===== src/rtl/servo_channel_loader.sv =====
// Servo channel loader. A host write strobe fills per-channel shadow registers,
// and the shadows are committed together to the active positions on a PWM frame tick.
module servo_channel_loader #(
   parameter int CHANNELS    = 4,
   parameter int NBITS       = 2,
   parameter int DWIDTH      = 8,
   parameter int RESET_POS   = 128,
   parameter int AUTO_COMMIT = 0
) (
   input  logic                       clk,
   input  logic                       rst,
   input  logic [NBITS-1:0]           address,
   input  logic [DWIDTH-1:0]          data,
   input  logic                       broadcast,
   input  logic                       latch_n,
   input  logic                       frame_tick,
   output logic [CHANNELS-1:0]        load,
   output logic [CHANNELS*DWIDTH-1:0] pos_out,
   output logic                       pending,
   output logic                       updated,
   output logic                       addr_err
);

   localparam logic [DWIDTH-1:0] RST_VAL  = DWIDTH'(RESET_POS);
   localparam logic [NBITS:0]    CH_LIMIT = (NBITS + 1)'(CHANNELS);
   localparam bit                AUTO     = (AUTO_COMMIT != 0);

   typedef enum logic {CLEAN, PENDING} state_t;

   state_t              state_reg, state_next;
   logic                sync1_reg, sync2_reg, dly_reg;
   logic                write_ev, in_range, valid_wr, commit;
   logic [CHANNELS-1:0] load_next, load_reg;
   logic                updated_reg, addr_err_reg;

   // All three strobe flops reset high so that reset itself never looks like a falling edge.
   always_ff @(posedge clk or posedge rst) begin
      if (rst) begin
         sync1_reg <= 1'b1;
         sync2_reg <= 1'b1;
         dly_reg   <= 1'b1;
      end else begin
         sync1_reg <= latch_n;
         sync2_reg <= sync1_reg;
         dly_reg   <= sync2_reg;
      end
   end

   assign write_ev = dly_reg & ~sync2_reg;
   assign in_range = ({1'b0, address} < CH_LIMIT);
   assign valid_wr = write_ev & (broadcast | in_range);
   assign commit   = !AUTO && (state_reg == PENDING) && frame_tick;

   always_ff @(posedge clk or posedge rst) begin
      if (rst) begin
         state_reg    <= CLEAN;
         load_reg     <= '0;
         updated_reg  <= 1'b0;
         addr_err_reg <= 1'b0;
      end else begin
         state_reg   <= state_next;
         load_reg    <= load_next;
         updated_reg <= AUTO ? valid_wr : commit;
         if (write_ev)
            addr_err_reg <= ~(broadcast | in_range);
      end
   end

   // A commit and a new write in the same cycle leave the new word uncommitted.
   always_comb begin
      state_next = state_reg;
      case (state_reg)
         CLEAN:   if (valid_wr) state_next = PENDING;
         PENDING: if (frame_tick) state_next = valid_wr ? PENDING : CLEAN;
         default: state_next = CLEAN;
      endcase
      if (AUTO)
         state_next = CLEAN;
   end

   genvar gi;
   generate
      for (gi = 0; gi < CHANNELS; gi = gi + 1) begin : g_ch
         logic [DWIDTH-1:0] shadow_reg;
         logic [DWIDTH-1:0] active_reg;

         assign load_next[gi] = write_ev & (broadcast | (in_range & (address == NBITS'(gi))));

         always_ff @(posedge clk or posedge rst) begin
            if (rst) begin
               shadow_reg <= RST_VAL;
               active_reg <= RST_VAL;
            end else begin
               if (load_next[gi])
                  shadow_reg <= data;
               if (AUTO) begin
                  if (load_next[gi])
                     active_reg <= data;
               end else if (commit) begin
                  active_reg <= shadow_reg;
               end
            end
         end

         assign pos_out[gi*DWIDTH +: DWIDTH] = active_reg;
      end
   endgenerate

   assign load     = load_reg;
   assign updated  = updated_reg;
   assign addr_err = addr_err_reg;
   assign pending  = (state_reg == PENDING);

endmodule


===== config.mk =====
export PLATFORM = sky130hd
export DESIGN_NAME = servo_channel_loader
export DESIGN_NICKNAME = d
export VERILOG_FILES = /design/src/rtl/servo_channel_loader.sv
export SDC_FILE = /design/constraint.sdc
export NUM_CORES = 1
export LEC_CHECK = 0
export ABC_AREA = 1
export BUFFER_PORTS_ARGS = -buffer_cell sky130_fd_sc_hd__clkbuf_2
export CAP_MARGIN = 0
export CORE_UTILIZATION = 58
export DETAILED_ROUTE_END_ITERATION = 12
export GPL_ROUTABILITY_DRIVEN = 0
export PLACE_DENSITY = 0.86
export SLEW_MARGIN = 20
export SYNTH_ARGS = -nofsm -noshare
export SYNTH_HDL_FRONTEND = slang
export SYNTH_SLANG_ARGS = --single-unit

===== constraint.sdc =====
create_clock -name clk -period 3.7 [get_ports clk]
set_input_delay 0.185 -clock clk [delete_from_list [all_inputs] [get_ports clk]]
set_output_delay 0.185 -clock clk [all_outputs]
set_load 0.03 [all_outputs]

==> results of run 1 <==
## layer usage
metal  vias to the layer above  GRT usage
li1                       1027          -
met1                      1028     0.3226
met4                         0     0.1656
met5                         -          0
met2                        93     0.3700
met3                        29    0.05972
## kinds of logic after synthesis
kind of cell | share of synthesized area
other | 0.001323
and+or+nand+nor | 0.2724
DFF | 0.6494
AOI/OAI and AO/OA | 0.03003
buffers and inverters | 0.04680
## per-stage QoR
step | setup WS (ns) | hold WS [ns] | util | instance area, um2
after global routing | 1.788 | 0.02314 | 0.7105 | 3356
after global placement | 2.062 | 0.2750 | 0.6630 | 3132
final | 1.937 | -0.008449 | 0.7105 | 3356
after floorplan | 1.680 | 0.1895 | - | 2834
after CTS | 1.942 | 0.008574 | 0.7105 | 3356
after detailed placement | 2.003 | 0.2738 | 0.6630 | 3132
## synth_stat cells
library cell | n | share of area
dfstp_2 | 11 | 0.10
o21ai_2 | 9 | 0.028
buf_4 | 3 | 0.0079
nor2_8 | 1 | 0.0071
conb_1 | 1 | 0.0013
nand2_2 | 5 | 0.011
nand2_4 | 1 | 0.0040
nand2_1 | 157 | 0.21
inv_1 | 19 | 0.025
clkbuf_1 | 2 | 0.0026
buf_2 | 4 | 0.0071
dfrtp_1 | 62 | 0.55
o22ai_1 | 1 | 0.0022
buf_6 | 1 | 0.0040
nand3_1 | 24 | 0.042
## path summary, 6_finish.rpt
| path | to | slack [ns] | depth (start not counted) |
|---|---|---|---|
| setup reg to reg | g_ch[1].active_reg[2] | 1.94 | 5 |
| max in group asynchronous | g_ch[2].shadow_reg[0] | 2.82 | 3 |
| setup / recovery | g_ch[1].active_reg[2] | 1.94 | 5 |
| hold / removal | load[2] | -0.008 | 2 |
| hold reg to reg | sync2_reg | 0.36 | 0 |
| min in group clk | pending | 0.04 | 2 |
## power by group through the flow
stage               combinational (uW)  sequential, uW  clock [uW]
global placement                   455            1040           0
detailed placement                 468            1040           0
CTS                                473            1030         658
global route                       510            1050         697
floorplan                          167            1200           0
finish                             469            1030         652
## layout make-up
type,count,area [um2]
Timing Repair Buffer,55,285.3
Multi-Input combinational cell,199,860.8
Clock inverter,4,48.80
Sequential cell,73,1841
Inverter,19,71.32
Fill cell,344,1368
Tap cell,67,83.83
Clock buffer,12,165.2
## repair_timing
item / 4_1_cts / 5_1_grt
endpoints found under the hold margin: 1 / 0
gates resized for setup: 0 / 0
hold buffers: 1 / 0
endpoints found under the setup margin: 0 / 0
==> reports/qor.tcl, run 1 <==
set qor(run_status) {finished, violations left}
set qor(violated_checks) {hold timing}
set qor(die_w_um) 71.90
set qor(max-cap-violations) 0
set qor(met2RoutedLength_mm) 2.758
set qor(powerDensity_mw_per_mm2) 641.5
set qor(grt_setup_unrepaired) {false}
set qor(synth_cell_types) 15
set qor(critPathArrivalTime_ns) 2.04
set qor(cts.sink_count) 73
set qor(path_clk_slew_ns) 0.07
set qor(grt_pass1_wl_mm) 9.163
set qor(worst_slew_pin_slew_ns) 0.9511
set qor(fin_worst_hold_slack_ns) -0.008449
set qor(critical_path.max_stage_delay_ns) 0.73
set qor(sum_of_negative_setup_slack_ns) 0
set qor(stdcell_count) 429
set qor(clock.fmax_mhz) 567.1
set qor(post-layout-total-power_uw) 2153
set qor(fin_worst_skew_ns) 0.006911
set qor(cpLargestDelayFamily) {buffers and inverters}
set qor(overflow) 0
set qor(maximum_number_of_pins_on_one_net_before_global_route_repair) 45
set qor(worst_setup_path_end_kind) {flip-flop}
set qor(switching_share) 0.3267
set qor(critPathSlowestCell) {inv_1}
set qor(post_synth_inst_count) 301
set qor(final_min_period_over_clock_period) 0.4766
set qor(router_iterations_before_antenna_repair) 4
set qor(groute.usage.overall) 0.2466
set qor(critical_path_buf_inv_count) 2
set qor(core_area_mm2) 0.004723
set qor(layout.cells.most_common) {nand2_1}
set qor(ioPinCount) 54
set qor(setup_viol) 0
set qor(critical_path.startpoint) {pending}
set qor(cp.required_ns) 3.97
set qor(p_sw_uw) 703.3
set qor(fp.dieH_um) 71.90
set qor(most-common-layout-cells) {nand2_1 (157), dfrtp_1 (62), clkbuf_2 (52)}
set qor(timing.critical_path.mode_cell) {nand2_1}
set qor(cellInternalPower_uw) 1449
set qor(syn_avg_cell_area_um2) 9.415
set qor(fin_nets) 372
set qor(synth_warnings) 0
set qor(power.sequential.fraction) 0.479
set qor(vdd.ir_drop.worst_v) 0.0003994
set qor(placementRows) 25
set qor(start_kind) {flip-flop}
set qor(slew_viol_final) 0
set qor(drive_gt1_frac) 0.2707
set qor(met1Wirelength_mm) 2.352
set qor(drc) 0
set qor(clock_tree.root_cell) {clkbuf_8}
set qor(insertedDiodeCount) 0
set qor(register_area_share_after_synthesis) 0.6494
set qor(die_area_mm2) 0.005170
set qor(first_global_vias) 1964
set qor(start_util) 0.6000
set qor(clock_power_share) 0.303
set qor(cts_post_setup_buffers_inserted) 0
set qor(route.detailed.vias_per_inst) 5.075
set qor(top_layer) {met4}
set qor(placement.io_buffers) 52
set qor(vias) 2177
set qor(number_of_antenna_violations_at_the_first_check_in_global_routing) 0
set qor(final_hold_viol_count) 12
set qor(cts_buffers) 9
set qor(worstSkewPairLatency_ns) 0.34
set qor(wl_met3_um) 361
set qor(synth_fp_nets) 316
set qor(cts_tree) {done}
set qor(dp_hpwl_mm) 3.627
set qor(worst_slew_margin_rel) 0.3653
set qor(final.min_clock_period_ns) 1.763
set qor(netlist_area_mm2) 0.002834
set qor(cp_cell_sequence) {nand2_1 -> buf_4 -> inv_1 -> nand2_1 -> nand2_1}
set qor(drt_iter0_drcs) 204
set qor(hold_path_class) {input port to async pin}
set qor(area_growth_pct) 18.41
set qor(ctsHtreeMaxLevel) 3
set qor(drt.antenna.violating_nets) 0
set qor(clockBufferDepth) 2
set qor(power_frac_comb) 0.218
set qor(critical_path.reg2reg.startpoint) {pending}
set qor(power.static_leakage_uw) 0.001931
set qor(detail_route.wirelength_mm) 5.747
set qor(post_detailed_route_wirelength_per_cell_um) 13.40
set qor(placed_cells) 412
set qor(critical_path_peak_fanout) 33
set qor(criticalPathCategory) {flip-flop to flip-flop}
set qor(ys_ff_latch) 73
Power figures use the tool's default switching activity.
==> inputs of run 2 (changes only) <==
- CORE_UTILIZATION: 58 -> 54
- PLACE_DENSITY: 0.86 -> 0.81
- clock period: 3.7 -> 1.7 ns (I/O delays scaled with it)
==> run 2 against run 1 <==
Net effect:
- the run now ends clean
- sequential power is 120% higher
- final area is 2.2% higher
- power is 120% higher
- critical endpoint is now g_ch[0].shadow_reg[3]
- largest power group unchanged
==> reports/qor.tcl, run 2 (same netlist as run 1, synthesis figures left out) <==
set qor(drt.antenna.violating_nets) 0
set qor(dp_hpwl_mm) 3.729
set qor(cpLargestDelayFamily) {flip-flops}
set qor(area_growth_pct) 21.02
set qor(run_status) {complete, no violations}
set qor(stdcell_count) 438
set qor(start_util) 0.5584
set qor(groute.usage.overall) 0.2289
set qor(clock.fmax_mhz) 753.1
set qor(grt_pass1_wl_mm) 9.101
set qor(critical_path.max_stage_delay_ns) 0.51
set qor(start_kind) {flip-flop}
set qor(clock_tree.root_cell) {clkbuf_8}
set qor(placement.io_buffers) 52
set qor(ctsHtreeMaxLevel) 3
set qor(final_design_area_no_fill_mm2) 0.003430
set qor(detail_route.wirelength_mm) 5.566
set qor(router_iterations_before_antenna_repair) 4
set qor(hold_path_class) {input port to flip-flop}
set qor(maximum_number_of_pins_on_one_net_before_global_route_repair) 52
set qor(fin_worst_hold_slack_ns) 0.02915
set qor(cts.sink_count) 73
set qor(max-cap-violations) 0
set qor(cts_tree) {done}
set qor(ioPinCount) 54
set qor(number_of_antenna_violations_at_the_first_check_in_global_routing) 0
set qor(final.min_clock_period_ns) 1.328
set qor(cts_buffers) 9
set qor(cp_cell_sequence) {inv_1 -> nor2_8 -> buf_4 -> nand3_1 -> nand2_1}
set qor(layout.cells.most_common) {nand2_1}
set qor(critPathArrivalTime_ns) 1.61
set qor(setup_viol) 0
set qor(vdd.ir_drop.worst_v) 0.0007201
set qor(sum_of_negative_setup_slack_ns) 0
set qor(slew_viol_final) 0
set qor(fin_nets) 378
set qor(insertedDiodeCount) 0
set qor(worst_setup_path_end_kind) {flip-flop}
set qor(die_area_mm2) 0.005542
set qor(overflow) 0
set qor(fin_worst_skew_ns) 0.005500
set qor(criticalPathCategory) {flip-flop to flip-flop}
set qor(path_clk_slew_ns) 0.07
set qor(placementRows) 26
set qor(detailed_place.area_mm2) 0.003174
set qor(final_min_period_over_clock_period) 0.7811
set qor(critical_path.startpoint) {dly_reg}
set qor(worst_slew_margin_rel) 0.6564
set qor(drc) 0
set qor(timing.reg2reg.setup_slack_ns) 0.37
set qor(vias) 2135
set qor(drive_gt1_frac) 0.2745
set qor(core_area_mm2) 0.005075
set qor(placed_cells) 418
set qor(post_detailed_route_wirelength_per_cell_um) 12.71
set qor(final_hold_viol_count) 0
set qor(most-common-layout-cells) {nand2_1 (157), dfrtp_1 (62), clkbuf_2 (52)}
set qor(fp.dieH_um) 74.45
set qor(power.static_leakage_uw) 0.001951
set qor(powerDensity_mw_per_mm2) 1368
set qor(timing.hold.worst.start) {data[0]}
set qor(grt_setup_unrepaired) {false}
set qor(first_global_vias) 1937
set qor(die_w_um) 74.45
set qor(worst_slew_pin_slew_ns) 0.5143
set qor(critPathSlowestCell) {dfstp_2}
set qor(worstSkewPairLatency_ns) 0.35
set qor(cp.required_ns) 1.99
set qor(drt_iter0_drcs) 173
set qor(critical_path_buf_inv_count) 2
set qor(critical_path.reg2reg.startpoint) {dly_reg}
set qor(critical_path_peak_fanout) 17
set qor(route.detailed.vias_per_inst) 4.874
set qor(clockBufferDepth) 2
## run 2: cell types whose count changed in the layout (fill, tap and decap cells not counted), sizes merged
cell / delta
clkinv: -1
clkinvlp: +3
dlygate4sd3: +3
buf: +3
inv: -2
## run 2: where the power goes
| part | total [uW] | switching [uW] | internal (uW) |
|---|---|---|---|
| Sequential | 2240 | 169 | 2070 |
| Clock | 1420 | 627 | 795 |
| Combinational | 1030 | 731 | 296 |
## run 2: routing by layer
metal	vias up	global-route usage	wire length (um)
li1	1040	-	-
met1	1026	0.3114	2525
met2	56	0.3443	2690
met3	13	0.06504	225
met4	0	0.1027	125
met5	-	0	0
## run 2: worst min-delay path: cells and delay by family
kind            cells  cell delay, ns
buf+inv             2            0.21
compound gates      1            0.05
## run 2: cell type report
| type | instances | area (um2) |
|---|---|---|
| tap | 70 | 87.58 |
| clock buffer | 12 | 165.2 |
| inverter | 19 | 75.07 |
| timing repair buffer | 61 | 350.3 |
| clock inverter | 4 | 50.05 |
| sequential | 73 | 1841 |
| fill | 416 | 1645 |
| multi-input combinational | 199 | 860.8 |
## run 2: worst paths after layout
kind / depth (start not counted) / end
worst max-delay path: 5 / g_ch[0].shadow_reg[3]
max in group asynchronous: 4 / g_ch[1].shadow_reg[7]
worst min-delay path: 3 / g_ch[3].shadow_reg[0]
worst min register to register: 0 / sync2_reg
min in group asynchronous: 3 / g_ch[1].active_reg[6]
worst max register to register: 5 / g_ch[0].shadow_reg[3]
## run 2: stage by stage
stage	total power, uW	setup slack (ns)	util
5_1_grt	4934	0.2600	0.6758
2_1_floorplan	2976	0.4912	-
4_1_cts	4718	0.3700	0.6758
3_3_place_gp	3263	0.4209	0.6255
3_5_place_dp	3295	0.3837	0.6255
6_report	4691	0.3721	0.6758
## run 2: what timing repair did
action	CTS	global route
hold endpoints to repair	22	0
buffers inserted	0	0
resized for setup	0	0
hold buffers	4	0
==> inputs of run 3 (changes only) <==
- CORE_UTILIZATION: 54 -> 49
- PLACE_DENSITY: 0.81 -> 0.78
- clock period: 1.7 -> 1.2 ns (I/O delays scaled with it)
==> run 3 against run 2 <==
Net effect:
- the run now ends with setup timing left
- die area is 9.9% higher
- global-route usage fell by 0.58 points
- final area grew 4.0%
- fmax up 10%
- worst setup slack worse by 0.37 ns
- via count rose by 1.3%
- utilization is 3.2 points lower
- sequential share of layout area down 2.1 points
- highest routed layer unchanged
==> reports/qor.tcl, run 3 (same netlist as run 1, synthesis figures left out) <==
set qor(run_status) {finished, violations left}
set qor(violated_checks) {setup timing}
set qor(switching_share) 0.3343
set qor(criticalPathCategory) {flip-flop to flip-flop}
set qor(power.static_leakage_uw) 0.002017
set qor(cts_buffers) 9
set qor(die_area_mm2) 0.006092
set qor(vdd.ir_drop.worst_v) 0.0008390
set qor(fin_worst_skew_ns) 0.003221
set qor(start_kind) {flip-flop}
set qor(clock.fmax_mhz) 831.8
set qor(area_growth_pct) 25.92
set qor(placement.io_buffers) 52
set qor(drive_gt1_frac) 0.2982
set qor(worst_setup_path_end_kind) {flip-flop}
set qor(cp_cell_sequence) {inv_4 -> nor2_4 -> buf_6 -> nand3_1 -> nand2_1}
set qor(placed_cells) 427
set qor(dp_hpwl_mm) 4.106
set qor(cts_tree) {done}
set qor(insertedDiodeCount) 0
set qor(die_w_um) 78.05
set qor(power_frac_comb) 0.236
set qor(cellInternalPower_uw) 4256
set qor(critPathSlowestCell) {dfstp_2}
set qor(start_util) 0.5115
set qor(most-common-layout-cells) {nand2_1 (157), dfrtp_1 (62), clkbuf_2 (52)}
set qor(grt_setup_unrepaired) {true}
set qor(final_min_period_over_clock_period) 1.002
set qor(finalWorstSetupSlack_ns) -0.002226
set qor(sum_of_negative_setup_slack_ns) -0.002226
set qor(cts.sink_count) 73
set qor(router_iterations_before_antenna_repair) 4
set qor(post-layout-total-power_uw) 6394
set qor(final.min_clock_period_ns) 1.202
set qor(setup_viol) 1
set qor(maximum_number_of_pins_on_one_net_before_global_route_repair) 22
set qor(clock_power_share) 0.265
set qor(final_hold_viol_count) 0
set qor(p_sw_uw) 2138
set qor(hold_path_class) {input port to flip-flop}
set qor(powerDensity_mw_per_mm2) 1792
set qor(layout.cells.most_common) {nand2_1}
set qor(cpLargestDelayFamily) {flip-flops}
set qor(placementRows) 27
set qor(ioPinCount) 54
set qor(critical_path_buf_inv_count) 2
set qor(path_clk_slew_ns) 0.07
set qor(power.sequential.fraction) 0.498
set qor(grt_pass1_wl_mm) 10.26
set qor(drc) 0
set qor(fin_nets) 389
set qor(detail_route.wirelength_mm) 5.889
set qor(critPathArrivalTime_ns) 1.48
set qor(overflow) 0
set qor(post_detailed_route_wirelength_per_cell_um) 13.06
set qor(slew_viol_final) 0
set qor(first_global_vias) 2158
set qor(groute.usage.overall) 0.2230
set qor(ctsHtreeMaxLevel) 3
set qor(drt.antenna.violating_nets) 0
set qor(vias) 2162
set qor(worstSkewPairLatency_ns) 0.33
set qor(fp.dieH_um) 78.05
set qor(clock_tree.root_cell) {clkbuf_8}
set qor(final_design_area_no_fill_mm2) 0.003568
set qor(number_of_antenna_violations_at_the_first_check_in_global_routing) 0
set qor(cts_post_setup_buffers_inserted) 0
set qor(max-cap-violations) 0
set qor(critical_path_peak_fanout) 6
set qor(cp.required_ns) 1.47
set qor(final_core_util) 0.6441
set qor(drt_iter0_drcs) 166
set qor(critical_path.max_stage_delay_ns) 0.55
set qor(detailed_place.area_mm2) 0.003254
set qor(stdcell_count) 451
set qor(route.detailed.vias_per_inst) 4.794
set qor(core_area_mm2) 0.005540
set qor(clockBufferDepth) 2
==> run 3: changes by cell type in the layout (fill, tap and decap cells not counted), moves of 3 or more <==
cell and change:
buf_6 +4, nand2_2 -3, nand3_1 -4, nand3_2 +4
==> run 3: layout make-up <==
cell class | count | area (um2)
clock buffers | 13 | 158.9
clock inverters | 3 | 15.01
fillers | 459 | 1972
inverters | 19 | 77.57
multi-input cells | 200 | 915.9
flip-flops and latches | 73 | 1841
well taps | 72 | 90.09
repair buffers | 71 | 470.5
==> run 3: power by group through the flow <==
stage	combinational [uW]	sequential, uW	clock, uW
after floorplan	516	3700	0
after global placement	1450	3210	0
after detailed placement	1480	3220	0
after CTS	1520	3190	1730
after global routing	1670	3240	1840
final	1510	3190	1700
==> run 3: stage by stage <==
step / hold slack [ns] / setup slack [ns]
6_report: 0.02175 / -0.002226
5_1_grt: 0.01958 / -0.04144
4_1_cts: 0.01489 / 0.006057
3_5_place_dp: 0.1003 / -0.01435
3_3_place_gp: 0.1057 / 0.009280
2_1_floorplan: 0.06448 / 0.001259
==> run 3: worst register-to-register path, delay by kind of cell (launching register included) <==
family        cells  cell delay, ns
simple gates      3            0.37
buf+inv           2            0.23
flops             1            0.55
==> run 3: per-layer routing <==
layer  vias to the layer above  track usage  wire length (um)
met1                      1039       0.2991              2636
met4                         0       0.1074               106
met2                        47       0.3570              2931
met5                         -            0                 0
li1                       1068            -                 -
met3                         8      0.03488               214
==> run 3: worst paths after layout <==
kind / startpoint / to / slack (ns) / depth (start not counted)
worst max-delay path: dly_reg / g_ch[2].shadow_reg[5] / -0.002 / 5
worst min-delay path: data[4] / g_ch[3].shadow_reg[4] / 0.02 / 3
worst max register to register: dly_reg / g_ch[2].shadow_reg[5] / -0.002 / 5
worst min register to register: sync1_reg / sync2_reg / 0.35 / 0
max in group asynchronous: rst / g_ch[2].active_reg[7] / 0.39 / 4
min in group asynchronous: rst / g_ch[0].shadow_reg[2] / 0.29 / 3
==> run 3: timing repair <==
item | in CTS | in global routing
setup endpoints to repair | 18 | 26
resized for setup | 4 | 11
endpoints found under the hold margin | 21 | 0
pin swaps | 1 | 1
cloned | 2 | 0
hold buffers | 6 | 0
